<file path="config.mk">
export PLATFORM = sky130hd
export DESIGN_NAME = bp_trace_driver
export DESIGN_NICKNAME = d
export VERILOG_FILES = /design/src/rtl/bp_trace_driver.sv
export SDC_FILE = /design/constraint.sdc
export NUM_CORES = 2
export LEC_CHECK = 0
export BUFFER_PORTS_ARGS = -buffer_cell sky130_fd_sc_hd__clkbuf_2
export CORE_UTILIZATION = 50
export DETAILED_ROUTE_END_ITERATION = 16
export MAX_ROUTING_LAYER = met4
export PLACE_DENSITY_LB_ADDON = 0.08
export SYNTH_ARGS = -nofsm -noshare
export SYNTH_HDL_FRONTEND = slang
export SYNTH_SLANG_ARGS = --single-unit
</file>
<file path="constraint.sdc">
create_clock -name clock -period 4.3 [get_ports clock]
set_clock_uncertainty 0.2 [all_clocks]
set_input_delay 0.645 -clock clock [delete_from_list [all_inputs] [get_ports clock]]
set_output_delay 0.645 -clock clock [all_outputs]
set_load 0.02 [all_outputs]
</file>
<file path="src/rtl/bp_trace_driver.sv">
// Replays a preloaded branch trace into the tournament predictor, honouring its
// PC-hold and slowclock timing, and tallies branches and mispredictions.
module bp_trace_driver #(
    parameter int unsigned PC_W       = 10,
    parameter int unsigned DEPTH      = 256,
    parameter int unsigned WINDOW     = 10,
    parameter int unsigned SAMPLE_CYC = 3,
    parameter int unsigned CNT_W      = 16,
    localparam int unsigned AW        = $clog2(DEPTH)
) (
    input  logic             clock,
    input  logic             reset,
    input  logic             load_en,
    input  logic [AW-1:0]    load_addr,
    input  logic [PC_W-1:0]  load_pc,
    input  logic             load_taken,
    input  logic [AW:0]      trace_len,
    input  logic             start,
    input  logic             PredictedBranch,
    output logic [PC_W-1:0]  PC,
    output logic             BranchTaken,
    output logic             slowclock,
    output logic             busy,
    output logic             done,
    output logic [CNT_W-1:0] branch_count,
    output logic [CNT_W-1:0] mispredict_count
);

    localparam logic [1:0] IDLE = 2'd0;
    localparam logic [1:0] RUN  = 2'd1;
    localparam logic [1:0] FIN  = 2'd2;

    localparam logic [7:0]       WLAST   = 8'(WINDOW - 1);
    localparam logic [7:0]       WSAMP   = 8'(SAMPLE_CYC);
    localparam logic [AW:0]      LEN_ONE = 1;
    localparam logic [AW-1:0]    IDX_ONE = 1;
    localparam logic [AW-1:0]    IDX0    = '0;
    localparam logic [CNT_W-1:0] CNT_ONE = 1;

    logic [PC_W:0]   mem [DEPTH];
    logic [1:0]      state;
    logic [1:0]      div;
    logic [7:0]      wcnt;
    logic [AW-1:0]   idx;
    logic [AW-1:0]   nxt_idx;
    logic [AW:0]     len;
    logic            pred_s;
    logic            ent_taken;
    logic            last_entry;

    assign slowclock  = ~div[1];
    assign nxt_idx    = idx + IDX_ONE;
    assign ent_taken  = mem[idx][PC_W];
    assign last_entry = ({1'b0, idx} == (len - LEN_ONE));

    // Trace storage deliberately survives reset so a reload is not needed after a reset.
    always_ff @(posedge clock) begin
        if (state == IDLE && load_en)
            mem[load_addr] <= {load_taken, load_pc};
    end

    always_ff @(posedge clock) begin
        if (reset)
            div <= '0;
        else
            div <= div + 2'd1;
    end

    always_ff @(posedge clock) begin
        if (reset) begin
            state            <= IDLE;
            wcnt             <= '0;
            idx              <= '0;
            len              <= '0;
            pred_s           <= 1'b0;
            PC               <= '0;
            BranchTaken      <= 1'b0;
            busy             <= 1'b0;
            done             <= 1'b0;
            branch_count     <= '0;
            mispredict_count <= '0;
        end else begin
            done <= 1'b0;
            case (state)
                IDLE: begin
                    if (start) begin
                        branch_count     <= '0;
                        mispredict_count <= '0;
                        if (trace_len != '0) begin
                            state <= RUN;
                            len   <= trace_len;
                            idx   <= '0;
                            wcnt  <= '0;
                            busy  <= 1'b1;
                            PC    <= mem[IDX0][PC_W-1:0];
                        end else begin
                            state <= FIN;
                            done  <= 1'b1;
                        end
                    end
                end
                RUN: begin
                    if (wcnt == WSAMP)
                        pred_s <= PredictedBranch;
                    if (wcnt == WLAST) begin
                        BranchTaken <= ent_taken;
                        if (branch_count != '1)
                            branch_count <= branch_count + CNT_ONE;
                        if (pred_s != ent_taken && mispredict_count != '1)
                            mispredict_count <= mispredict_count + CNT_ONE;
                        if (last_entry) begin
                            state <= FIN;
                            busy  <= 1'b0;
                            done  <= 1'b1;
                        end else begin
                            idx  <= nxt_idx;
                            wcnt <= '0;
                            PC   <= mem[nxt_idx][PC_W-1:0];
                        end
                    end else begin
                        wcnt <= wcnt + 8'd1;
                    end
                end
                FIN: state <= IDLE;
                default: state <= IDLE;
            endcase
        end
    end

endmodule

</file>
==> reports/results.txt <==
mean routed wirelength per cell -> 32.9 µm
Sum Neg Setup Slack -> 0 ps
max-cap check violation count -> 0
Synth Instances -> 5150
postcts setup bufs -> 0
Tot GR Track Use -> 27.0%
DRC -> 0
Num CTS Buffers -> 314
NumNets Final -> 5780
Setup crit start -> idx[2]
FF+latch count, synth -> 2899
min Tclk post-route -> 4010 ps
Pre-Repair DR Iteration Count -> 5
Main synth FF type -> edfxtp_1
clk sinks -> 2899
Pleak -> 0.0400 µW
RSZ-0062 raised after global routing -> false
Slew Limit Headroom -> 17.8%
switching part of the total -> 19.8%
crit-path max FO -> 21
filler cell count -> 16.5k
vias per cell -> 6.17
Clock Latency Late Sink -> 930 ps
total grt overflow -> 0
ranking of synthesized cells by area -> edfxtp_1, mux4_2, dfxtp_1, nor2_1, mux2i_1
Hold Crit Start -> load_pc[6]
register share of total power -> 54.4%
worst-margin pin slew -> 1230 ps
global-route wire length before repair -> 422000 µm
Iter 0 DRT Violations -> 6124
Ports -> 79
Clk pwr share -> 44.0%
register area share after synthesis -> 76.3%
Root Driver -> clkbuf_16
post-place setup slack -> 344 ps
CTS Hold Bufs -> 16
Initial Utilization -> 50.3%
top cell type's share of synthesized area -> 74.8%
Synth top cells by count -> edfxtp_1, mux4_2, nor2_1
Post-synth EDFFs -> 2816
Final Slew Violations -> 0
P_sw -> 11300 µW
slowest stage cell, crit path -> nor4b_1
period utilization -> 93.3%
max incr delay on CP -> 860 ps
vias in the first global route -> 55.7k
Finish-stage setup viols -> 0
PortBufs -> 78
row count -> 174
Post-CTS Resized -> 0
Clock transition at path regs -> 60 ps
r2r startpoint -> idx[2]
GP Congestion -> 0.847
fin worst setup slack -> 290 ps
most common cell in the synthesized netlist -> edfxtp_1
Final Hold Fails -> 0
cell area after synthesis -> 0.113 mm²
Comb pwr share -> 1.6%
Setup CP Type -> register to register
max frequency -> 0.249 GHz
crit path cell chain -> nand3_1 > xor2_4 > buf_12 > mux4_2 > nor2b_1 > a211oi_1 > nor4b_1 > a41o_1 > o31ai_1 > a211oi_1
die area -> 0.228 mm²
DP HPWL -> 184000 µm
WP data arrival -> 4660 ps
Pint -> 45700 µW
status -> completed
Worst setup EP type -> register
Synth warnings -> 0
Post-Synthesis Net Count -> 5189
Core Footprint -> 0.225 mm²
H-tree depth -> 5
Required @ worst endpoint -> 4950 ps
Yosys cell types -> 70
DRT antenna net count -> 0
post-layout util -> 57.7%
Syn Area/Cell -> 22.0 µm²
Crit path top cell by count -> a211oi_1
DR vias -> 55.3k
ys async rst share -> 0%
detailed-route wire length -> 295000 µm
initial antenna violation count -> 13
Die H -> 478 µm
Max VDD drop -> 412 µV
area leader, netlist -> edfxtp_1
PD cells -> 440 mW/mm²
CP startpoint kind -> register
Horiz. Die Dim -> 478 µm
CTS tree -> built
fraction of layout cells with a size suffix above 1 -> 30.5%
pin count of the biggest net entering global routing -> 141
clk buf depth -> 4
Min-Delay Path Class -> input port to register
area grow syn2layout -> 14.7%
worst-case hold slack -> 50.7 ps
-- per-layer routing --
layer	global-route usage, %	wire, µm
met1	38.2	124000
met2	41.5	143000
met3	4.15	20800
met4	6.68	7070
met5	-	0
-- flip-flops by register name, summed over array words and instances (netlist names), 2 cells and up, named ones only --
name,flops
mispredict_count,16
idx,8
state,2
len,9
PC,10
div,2
mem,2816
wcnt,8
branch_count,16
-- through the flow --
step	cell area, µm²	std cells	total power, µW
after global placement	120000	8401	32500
after CTS	130000	8958	57500
final	130000	8965	57000
after global routing	130000	8961	58600
after floorplan	113000	5150	31800
after detailed placement	120000	8401	32500
-- area by class of cell --
type	count	area [µm²]	area share [%]
inverter	19	71.3	0.0550
sequential	2899	86200	66.5
multi-input combinational	1935	25300	19.5
clock buffer	410	8490	6.55
clock inverter	131	901	0.695
antenna	7	17.5	0.0135
tap	2992	3740	2.89
timing repair buffer	572	4900	3.78
-- worst paths after layout --
kind / end / slack, ps / depth (start not counted)
setup / recovery: PC[6] / 290 / 10
hold / removal: mem[146][6] / 50 / 1
setup reg to reg: PC[6] / 290 / 10
hold reg to reg: div[0] / 250 / 1
-- critical path: cells and delay by family (launching register included) --
family	cells	cell delay [ps]
compound gates	4	840
simple gates	3	1450
flops	1	580
xor+xnor	1	320
mux	1	220
buf+inv	1	250
-- cell usage in the layout (no fill, tap or decap), types with 12 or more instances in the layout --
cell type	count
nor2_1	334
and3_1	15
clkbuf_2	67
mux2i_1	75
nand2b_1	57
nor3_1	15
inv_1	17
xnor2_1	15
a21o_1	12
a211oi_1	46
clkinv_2	43
edfxtp_1	2816
dfxtp_1	80
o21ai_0	13
nor4b_1	25
bufinv_16	12
a21oi_1	29
nand3_1	84
nand2_1	100
nand4_1	26
clkinv_1	68
o211ai_1	13
a22oi_1	32
clkbuf_1	79
o31ai_1	14
xor2_1	16
nor2b_1	45
clkbuf_16	323
buf_4	426
buf_12	52
mux4_2	823
dlygate4sd3_1	16
-- cell families after synthesis --
kind of cell    Yosys count  synth area share (%)
mux                     912                  17.2
flops                  2899                  76.3
fa+ha+maj                 6                0.0664
xor+xnor                 36                 0.299
buf+inv                 316                  1.48
simple gates            766                  3.25
compound gates          215                  1.41
-- power by group through the flow --
stage	clock network (µW)	logic [µW]	registers, µW
floorplan	0	190	31600
global placement	0	860	31600
detailed placement	0	896	31600
CTS	25500	909	31000
global route	26600	961	31000
finish	25100	895	31000
Note: power is estimated with default switching activity, not from simulation.
